## config.mk

```make
export PLATFORM = sky130hd
export DESIGN_NAME = multi_clock_divider
export DESIGN_NICKNAME = d
export VERILOG_FILES = /design/src/rtl/multi_clock_divider.sv
export SDC_FILE = /design/constraint.sdc
export NUM_CORES = 1
export LEC_CHECK = 0
export ABC_AREA = 0
export CAP_MARGIN = 40
export CORE_ASPECT_RATIO = 1.75
export CORE_MARGIN = 4
export CORE_UTILIZATION = 60
export CTS_CLUSTER_DIAMETER = 50
export CTS_CLUSTER_SIZE = 40
export DETAILED_ROUTE_END_ITERATION = 16
export PLACE_DENSITY = 0.83
export SYNTH_ARGS = -nofsm -noshare
export SYNTH_HDL_FRONTEND = slang
export SYNTH_HIERARCHICAL = 1
export SYNTH_SLANG_ARGS = --single-unit
export TNS_END_PERCENT = 5
```

## constraint.sdc

```tcl
create_clock -name clk -period 2.35 [get_ports clk]
set_input_delay 0.235 -clock clk [delete_from_list [all_inputs] [get_ports clk]]
set_output_delay 0.235 -clock clk [all_outputs]
set_load 0.005 [all_outputs]
```

## src/rtl/multi_clock_divider.sv

```systemverilog
// NUM_CH independent 50%-duty clock dividers with shadowed divisor reload,
// per-channel enable, rising-edge tick pulses and a global phase-align sync.

module mcd_channel #(
  parameter int               DIV_W       = 8,
  parameter logic [DIV_W-1:0] DIV_DEFAULT = 8'd15
) (
  input  logic             clk,
  input  logic             reset,
  input  logic             en,
  input  logic             load,
  input  logic             sync,
  input  logic [DIV_W-1:0] div_in,
  output logic             clk_out,
  output logic             tick,
  output logic             pending
);
  typedef enum logic {IDLE, RUN} state_t;

  state_t           state;
  logic [DIV_W-1:0] cnt;
  logic [DIV_W-1:0] active;
  logic [DIV_W-1:0] shadow;
  logic [DIV_W-1:0] next_div;
  logic             apply;

  // A load arriving on the application cycle is the freshest value, so it wins.
  assign next_div = load ? div_in : shadow;
  assign apply    = pending | load;

  always_ff @(posedge clk or posedge reset) begin
    if (reset) begin
      state   <= IDLE;
      cnt     <= '0;
      clk_out <= 1'b0;
      tick    <= 1'b0;
      pending <= 1'b0;
      active  <= DIV_DEFAULT;
      shadow  <= DIV_DEFAULT;
    end else begin
      tick <= 1'b0;
      if (sync) begin
        cnt     <= '0;
        clk_out <= 1'b0;
        state   <= en ? RUN : IDLE;
        pending <= 1'b0;
        if (apply) begin
          active <= next_div;
          shadow <= next_div;
        end
      end else begin
        if (load) begin
          shadow  <= div_in;
          pending <= 1'b1;
        end
        case (state)
          IDLE: begin
            cnt     <= '0;
            clk_out <= 1'b0;
            if (en) state <= RUN;
          end
          RUN: begin
            if (cnt != active) begin
              cnt <= cnt + 1'b1;
            end else begin
              cnt <= '0;
              if (clk_out) begin
                clk_out <= 1'b0;
              end else begin
                // Only the start of a high phase may swap the divisor.
                if (apply) begin
                  active  <= next_div;
                  shadow  <= next_div;
                  pending <= 1'b0;
                end
                if (en) begin
                  clk_out <= 1'b1;
                  tick    <= 1'b1;
                end else begin
                  state <= IDLE;
                end
              end
            end
          end
        endcase
      end
    end
  end
endmodule

module multi_clock_divider #(
  parameter int NUM_CH      = 2,
  parameter int DIV_W       = 8,
  parameter int DIV_DEFAULT = 15
) (
  input  logic                    clk,
  input  logic                    reset,
  input  logic [NUM_CH-1:0]       en,
  input  logic [NUM_CH*DIV_W-1:0] div_in,
  input  logic [NUM_CH-1:0]       load,
  input  logic                    sync,
  output logic [NUM_CH-1:0]       clk_out,
  output logic [NUM_CH-1:0]       tick,
  output logic [NUM_CH-1:0]       pending
);
  localparam logic [DIV_W-1:0] DEF = DIV_DEFAULT[DIV_W-1:0];

  logic [NUM_CH-1:0][DIV_W-1:0] div_lane;
  assign div_lane = div_in;

  for (genvar g = 0; g < NUM_CH; g++) begin : g_ch
    mcd_channel #(
      .DIV_W       (DIV_W),
      .DIV_DEFAULT (DEF)
    ) u_ch (
      .clk     (clk),
      .reset   (reset),
      .en      (en[g]),
      .load    (load[g]),
      .sync    (sync),
      .div_in  (div_lane[g]),
      .clk_out (clk_out[g]),
      .tick    (tick[g]),
      .pending (pending[g])
    );
  end
endmodule

```

## Word level (Yosys, flattened, before mapping)

Cells that the tools add are included.

| storage, ports and cells | value |
|---|---|
| register bits | 56 |
| input port bits | 23 |
| output and inout bits | 6 |

| cells by class | value |
|---|---|
| add/subtract/negate cells | 2 |
| equal/unequal tests | 10 |
| muxes and demuxes | 58 |
| bitwise operators | 4 |
| reduce and logical (&&, ||, !) cells | 4 |

Operators with widths:

| kind | count |
|---|---|
| $mux W8 | 20 |
| $mux W1 | 32 |
| $pmux W8 S2 | 2 |
| $add A8 B1 Y8 const B | 2 |
| $ne A8 B8 Y1 | 2 |
| $ne A2 B2 Y1 const B | 4 |
| $pmux W1 S2 | 4 |
| $ne A3 B3 Y1 const B | 2 |
| $reduce_and A3 Y1 | 2 |
| $ne A2 B1 Y1 const B | 2 |
| $reduce_bool A2 Y1 | 2 |
| $not A1 Y1 | 2 |
| $or A1 B1 Y1 | 2 |

## Longest topological paths before layout

Gate-level depths: netlist (run 1).

| depth | value |
|---|---|
| depth after elaboration | 6 |
| depth in mapped cells | 6 |
| mapped depth without buffers | 4 |

## Cells and area by module

The synthesis (run 1) kept the hierarchy.

Modules (own cells, without submodules):

| module | times used | cells an instance | area an instance (µm²) | seq. area each (µm²) |
|---|---|---|---|---|
| mcd_channel | 2 | 135 | 1515.2 | 710.7 |

## Worst setup path after synthesis (run 1)

OpenSTA, ideal clock, no wires.

| path | value |
|---|---|
| kind | reg2reg |
| start | register g_ch[0].u_ch.active[1] |
| end | register g_ch[0].u_ch.cnt[2] |
| library setup time | 140 ps |
| data arrival time | 1200 ps |
| data required time | 2210 ps |
| path slack | 1011 ps |
| cell stages (with the launch flop) | 5 |
| clock period less this slack | 1339 ps |
| cell sequence | dfstp_2 xnor2_2 nand4_1 nor2_1 nor3_1 |

| on the way | value |
|---|---|
| longest elaborated chain between the ends | 4 |

RTL lines:

| item | line | RTL |
|---|---|---|
| from (decl) | 22 | `logic [DIV_W-1:0] active;` |
| from (signal assigned) | 48 | `active <= next_div;` |
| from (signal assigned) | 72 | `active <= next_div;` |
| $ne A8 B8 Y1 | 63 | `if (cnt != active) begin` |
| $mux W8 | 63 |  |
| $pmux W8 S2 | 56 | `case (state)` |
| $mux W8 | 42 | `if (sync) begin` |
| to (signal assigned) | 64 | `cnt <= cnt + 1'b1;` |
| to (decl) | 21 | `logic [DIV_W-1:0] cnt;` |

Every way passes these cells.
A chain may end at the register's enable or synchronous reset.

## Worst setup path in the final report (run 1)

| path | value |
|---|---|
| start | register g_ch[0].u_ch.active[0] |
| end | register g_ch[0].u_ch.cnt[6] |

The elaborated chain is that of the path after synthesis.

==> summary.txt, run 1 <==
Outcome: complete, no violations
Deepest level of the CTS H-tree: 2
First-pass GRT wire length: 11010 microns
Worst setup SP type: flop
Final Skew: 9.747 ps
ANT cells: 0
Routed WL: 6692 microns
DR vias/cell: 6.550
I/O Buffers: 28
Critical path's top delay family: simple AND/OR/NAND/NOR gates
Per-cell routed wire length: 19.07 microns
Total track usage: 23.07%
Worst Tran Pin Value: 510.0 ps
Layout cell share with drive strength beyond 1: 20.20%
Largest stage delay, worst path: 570 ps
Critical-path top delay cell: dfstp_2
Final hold slack: 314.0 ps
Crit path required time: 2530 ps
Drt first pass iters: 8
Peak VDD IR: 0.6236 mV
Critical Path Sink Type: flop
Syn Inst Count: 270
Max transition margin: 65.90%
Filler instances: 357
Clk sinks: 56
Largest fanout on the critical path: 11
Starting Density: 61.41%
CTS tree: yes
DP Cell Count: 343
Final Hold Viols: 0
Longest Clk Path Bufs: 2
Max-cap viol count: 0
Setup WS pre-CTS: 344.8 ps
Die Width: 61.72 microns
Top Usage Layer GRT: met2
Number of global-route vias before repair: 2480
Met1 usage: 23.35%
Num CTS Buffers: 5
Crit Path Class: flop to flop
DRT iter0 DRCs: 300
Register area share after synthesis: 46.90%
Clk root buf: clkbuf_8
Crit path DAT: 1950 ps
Distinct cells, synth: 32
Mean Syn Cell Area: 11.22 sq um
Antenna viol nets, final: 0
Pwr dens: 695.3 nW/um^2
Initial antenna violation count: 0
Static leakage power: 0.001397 uW
Final worst slack: 587.0 ps
Fmax: 0.5672 GHz
# hold bufs at CTS: 0
Clk slew on worst S/H paths: 100 ps
Post-CTS Setup Inserts: 0
Met3 usage: 3.793%
Syn nets: 295
CP Buf/Inv Count: 1
Die Y: 102.0 microns
Clock insertion delay at the later pin of the skew report: 310 ps
Mapped Area: 3030 sq um
Final slew viol count: 0
Area grow syn2layout: 14.62%
Setup TNS: 0 ps
# resized after CTS: 0
Unrepaired setup endpoints after global routing: false
Final setup viols: 0
Worst Hold Class: input pin to asynchronous set/reset pin
Routed via count: 2299
GR Overflow Total: 0
Die area: 6296 sq um
Period minus WS final: 1763 ps
Final Cycle Share: 75.02%
IO Count: 29
Reg2Reg Setup Slack: 590 ps
Rows: 34
Worst-path cell chain: xnor2_1 -> nand4_1 -> nor2_1 -> buf_4 -> nor3_1
Post-Layout Cell Count: 351
Dpl hpwl: 4785 microns
Pin count of the biggest net entering global routing: 29
Met2 Resource Use GR: 42.21%
# DRC: 0
RePlAce Congestion: 0.8422
Core area: 4935 sq um
Ys Warns: 6
#FFs+latches synth: 56
Nets: 321
-- metrics by stage --
step                      total power [uW]  utilization (%)  area, sq um
final                                 2415            70.39         3473
after global routing                  2522            70.39         3473
after CTS                             2420            70.39         3473
after detailed placement              1690            67.70         3341
after global placement                1668            67.70         3341
after floorplan                       1555                -         3030
-- cell families after synthesis --
logic type      count (synthesis)  synth area share [%]
simple gates                  104                 21.22
flops                          56                 46.90
xor+xnor                       28                 8.588
compound gates                 40                 9.909
mux                            16                 7.679
fa+ha+maj                       2                0.8256
buf+inv                        24                 4.872
-- power breakdown --
part / switching [uW] / internal, uW / total, uW
registers: 92.2 / 1100 / 1190
clock network: 309 / 426 / 735
logic: 244 / 247 / 492
total: 645 / 1770 / 2410
-- synth_stat cells --
| cell | number | area [sq um] |
|---|---|---|
| a211oi_2 | 2 | 25.02 |
| a21oi_1 | 2 | 10.01 |
| a222oi_1 | 16 | 160.2 |
| and3_1 | 6 | 37.54 |
| and4_1 | 2 | 17.52 |
| and4_2 | 2 | 20.02 |
| buf_2 | 4 | 20.02 |
| buf_4 | 6 | 45.04 |
| buf_6 | 4 | 45.04 |
| clkbuf_1 | 6 | 22.52 |
| dfrtp_1 | 40 | 1001 |
| dfstp_2 | 16 | 420.4 |
| ha_1 | 2 | 25.02 |
| inv_1 | 4 | 15.01 |
| mux2_2 | 2 | 22.52 |
| mux2_4 | 14 | 210.2 |
| nand2b_1 | 2 | 12.51 |
| nand3_1 | 26 | 130.1 |
| nand4_1 | 20 | 125.1 |
| nand4b_1 | 2 | 17.52 |
| nor2_1 | 4 | 15.01 |
| nor2_4 | 2 | 22.52 |
| nor2b_1 | 18 | 112.6 |
| nor3_1 | 14 | 70.07 |
| nor3_4 | 2 | 32.53 |
| nor3b_1 | 2 | 15.01 |
| o21ai_0 | 18 | 90.09 |
| o21bai_1 | 2 | 15.01 |
| or2b_1 | 2 | 15.01 |
| xnor2_1 | 16 | 140.1 |
| xnor2_2 | 2 | 32.53 |
| xor2_1 | 10 | 87.58 |
-- worst min-delay path: cells and delay by family --
family | cells | cell delay, ps
buffers and inverters | 3 | 810
-- state kept, by name, summed over array words and instances (netlist names) --
name,count
g_ch.u_ch/state,2
g_ch.u_ch/shadow,16
g_ch.u_ch/cnt,16
g_ch.u_ch/clk_out,2
g_ch.u_ch/tick,2
g_ch.u_ch/active,16
g_ch.u_ch/pending,2
-- cells in the final DEF (no fill, tap or decap), types with 4 or more instances in the layout --
| cell | count |
|---|---|
| clkdlybuf4s50_1 | 28 |
| o21ai_0 | 18 |
| and3_1 | 6 |
| nor3_1 | 14 |
| dfrtp_1 | 40 |
| nand4_1 | 20 |
| xnor2_1 | 16 |
| xor2_1 | 10 |
| inv_1 | 4 |
| clkbuf_8 | 5 |
| nand3_1 | 26 |
| buf_4 | 10 |
| nor2b_1 | 18 |
| a222oi_1 | 16 |
| dfstp_2 | 16 |
| nor2_1 | 4 |
| mux2_4 | 14 |
-- worst paths after layout --
check / start / endpoint / cells after the start
max in group asynchronous: reset / g_ch[1].u_ch/active[1]$_DFFE_PP1P_ / 3
hold reg to reg: g_ch[1].u_ch/state$_DFF_PP0_ / g_ch[1].u_ch/pending$_DFF_PP0_ / 1
setup / recovery: g_ch[0].u_ch/active[0]$_DFFE_PP1P_ / g_ch[0].u_ch/cnt[6]$_DFF_PP0_ / 5
hold / removal: reset / g_ch[0].u_ch/shadow[7]$_DFFE_PP0P_ / 3
min in group clk: g_ch[1].u_ch/state$_DFF_PP0_ / g_ch[1].u_ch/pending$_DFF_PP0_ / 1
setup reg to reg: g_ch[0].u_ch/active[0]$_DFFE_PP1P_ / g_ch[0].u_ch/cnt[6]$_DFF_PP0_ / 5
-- metal layers --
metal / share of wire, % / vias to the layer above
met2: 57 / 75
met1: 36 / 1132
li1: - / 1067
met3: 3.9 / 25
met4: 3.0 / 0
met5: 0 / -
-- cell type report --
cell class	count	area, sq um	area share [%]
inverter	4	15.01	0.4323
sequential	56	1421	40.92
clock inverter	2	60.06	1.729
timing repair buffer	39	375.4	10.81
tap	54	67.56	1.945
multi-input combinational	190	1461	42.07
clock buffer	6	72.57	2.089
Note: power is estimated with default switching activity, not from simulation.
==> inputs of run 2 (changes only) <==
--- a/config.mk
+++ b/config.mk
@@ -9,11 +9,11 @@
 export CAP_MARGIN = 40
 export CORE_ASPECT_RATIO = 1.75
 export CORE_MARGIN = 4
-export CORE_UTILIZATION = 60
+export CORE_UTILIZATION = 57
 export CTS_CLUSTER_DIAMETER = 50
 export CTS_CLUSTER_SIZE = 40
 export DETAILED_ROUTE_END_ITERATION = 16
-export PLACE_DENSITY = 0.83
+export PLACE_DENSITY = 0.79
 export SYNTH_ARGS = -nofsm -noshare
 export SYNTH_HDL_FRONTEND = slang
 export SYNTH_HIERARCHICAL = 1
==> constraint.sdc (replaced) <==
create_clock -name clk -period 1.66 [get_ports clk]
set_input_delay 0.166 -clock clk [delete_from_list [all_inputs] [get_ports clk]]
set_output_delay 0.166 -clock clk [all_outputs]
set_load 0.005 [all_outputs]
==> summary.txt, run 2 (synthesized netlist as in run 1, its figures left out) <==
Fmax: 0.6316 GHz (+11%)
Crit Path Class: flop to flop
Number of global-route vias before repair: 2395 (-3.4%)
Sw frac: 30.12% (+3.4 points)
Clk slew on worst S/H paths: 110 ps (about the same)
Final Skew: 15.73 ps (+5.979 ps)
Pwr Total: 3218 uW (+33%)
Most frequent cells in the layout: 40 x dfrtp_1, 28 x clkdlybuf4s50_1, 26 x nand3_1
Area grow syn2layout: 17.55%
RePlAce Congestion: 0.8059 (-4.3%)
IO Count: 29 (unchanged)
Met1 usage: 24.52% (+1.2 points)
Die Width: 63.12 microns (+2.3%)
Antenna viol nets, final: 0 (unchanged)
Unrepaired setup endpoints after global routing: false
Crit path DAT: 1840 ps (-110 ps)
Die Y: 104.5 microns (+2.4%)
Dpl hpwl: 4926 microns (+2.9%)
Largest fanout on the critical path: 9 (-2)
Final setup viols: 0 (unchanged)
Core area: 5062 sq um (+2.6%)
Crit path required time: 1920 ps (-610 ps)
Final Cycle Share: 95.37% (+20 points)
Clock insertion delay at the later pin of the skew report: 330 ps (+20 ps)
Final slew viol count: 0 (unchanged)
Num CTS Buffers: 5 (unchanged)
Reg2Reg Setup Slack: 80 ps (-510 ps)
Outcome: complete, no violations
Filler instances: 365 (+2.2%)
Starting Density: 59.86% (-1.5 points)
# DRC: 0 (unchanged)
Clk sinks: 56 (unchanged)
Worst Hold Class: input pin to asynchronous set/reset pin
Die area: 6593 sq um (+4.7%)
CTS tree: yes
Routed WL: 6914 microns (+3.3%)
Drt first pass iters: 9 (+1)
Longest Clk Path Bufs: 2 (unchanged)
Clock Power Share: 24.1% (-6.3 points)
Sequential Power Share: 52.1% (+2.9 points)
DRT iter0 DRCs: 284 (-5.3%)
Pin count of the biggest net entering global routing: 29 (unchanged)
Met3 usage: 3.784% (-0.0089 points)
ANT cells: 0 (unchanged)
Critical Path Sink Type: flop
Peak VDD IR: 0.6672 mV (+7.0%)
Final Hold Viols: 0 (unchanged)
Pwr dens: 903.3 nW/um^2 (+30%)
Per-cell routed wire length: 18.89 microns (-0.92%)
Static leakage power: 0.001449 uW (+3.7%)
Nets: 336 (+4.7%)
Worst Tran Pin Value: 462.8 ps (-47.25 ps)
Deepest level of the CTS H-tree: 2 (unchanged)
Commonest non-fill, non-tap cell in the layout: dfrtp_1
Max-cap viol count: 0 (unchanged)
Worst setup SP type: flop
Switching power: 969.2 uW (+50%)
Max transition margin: 69.15% (+3.3 points)
Period minus WS final: 1583 ps (-179.8 ps)
Met2 Resource Use GR: 40.21% (-2.0 points)
DR vias/cell: 6.396 (-2.3%)
I/O Buffers: 28 (unchanged)
Total track usage: 22.37% (-0.70 points)
Routed via count: 2341 (+1.8%)
GR Overflow Total: 0 (unchanged)
Rows: 34 (unchanged)
Top Usage Layer GRT: met2
Internal: 2249 uW (+27%)
Clk root buf: clkbuf_8
Util after Layout: 70.37% (about the same)
Largest regs: g_ch.u_ch/active: 16 flops, g_ch.u_ch/cnt: 16 flops, g_ch.u_ch/shadow: 16 flops
Comb pwr share: 23.7% (+3.3 points)
Layout cell share with drive strength beyond 1: 24.36% (+4.2 points)
Initial antenna violation count: 0 (unchanged)
First-pass GRT wire length: 11600 microns (+5.3%)
==> run 2: cell types whose count changed in the layout (fill, tap and decap cells not counted) <==
cell | previous run | this run
clkinvlp_4 | 0 | 2
clkinv_4 | 0 | 1
o21ai_0 | 18 | 17
buf_12 | 1 | 2
buf_6 | 0 | 1
o21ai_1 | 0 | 1
clkbuf_1 | 1 | 0
bufinv_16 | 2 | 0
buf_4 | 10 | 23
==> run 2: metrics by stage <==
step	instance area (sq um)	std cells	setup TNS, ps	hold slack (ps)	setup slack, ps
after floorplan	3030	270	0	225.5	320.8
after global placement	3458	357	-30.91	476.6	-12.55
after detailed placement	3458	357	-360.1	488.5	-66.06
after CTS	3551	365	0	238.4	59.93
after global routing	3562	366	0	266.0	10.45
final	3562	366	0	224.3	76.84
==> run 2: worst paths after layout <==
path,cells after the start,endpoint,from
worst max-delay path,4,g_ch[0].u_ch/clk_out$_DFFE_PP0P_,g_ch[0].u_ch/active[0]$_DFFE_PP1P_
worst min-delay path,3,g_ch[0].u_ch/state$_DFF_PP0_,reset
worst max register to register,4,g_ch[0].u_ch/clk_out$_DFFE_PP0P_,g_ch[0].u_ch/active[0]$_DFFE_PP1P_
worst min register to register,1,g_ch[1].u_ch/pending$_DFF_PP0_,g_ch[1].u_ch/state$_DFF_PP0_
max in group asynchronous,3,g_ch[1].u_ch/active[3]$_DFFE_PP1P_,reset
min in group clk,2,g_ch[1].u_ch/tick$_DFF_PP0_,en[1]
==> run 2: layer usage <==
| layer | part of all wire [%] | wire, microns |
|---|---|---|
| met3 | 3.4 | 234 |
| met4 | 2.8 | 195 |
| met5 | 0 | 0 |
| met1 | 37 | 2568 |
| met2 | 57 | 3916 |
==> run 2: critical path: stages, from the launching register on <==
cell and delay (ps):
dfstp_2 580, xnor2_1 140, and4_1 470, nand4b_1 170, a21oi_1 170
==> run 2: area by class of cell <==
cell class	instances	area (sq um)	share of cell area, %
Sequential cell	56	1421	39.90
Timing Repair Buffer	54	504.2	14.16
Tap cell	54	67.56	1.897
Clock buffer	5	68.82	1.932
Multi-Input combinational cell	190	1461	41.03
Clock inverter	3	23.77	0.6674
Inverter	4	15.01	0.4215
==> run 2: power groups by stage <==
stage | clock network (uW) | logic, uW | registers (uW)
final | 777 | 764 | 1680
after global routing | 855 | 831 | 1700
after CTS | 791 | 748 | 1680
after detailed placement | 0 | 742 | 1700
after global placement | 0 | 720 | 1700
after floorplan | 0 | 541 | 1660
==> run 2: timing repair <==
action                     4_1_cts  5_1_grt
gates resized for setup          0        2
hold buffers                     0        0
setup buffers                    0        1
setup endpoints to repair        0        3
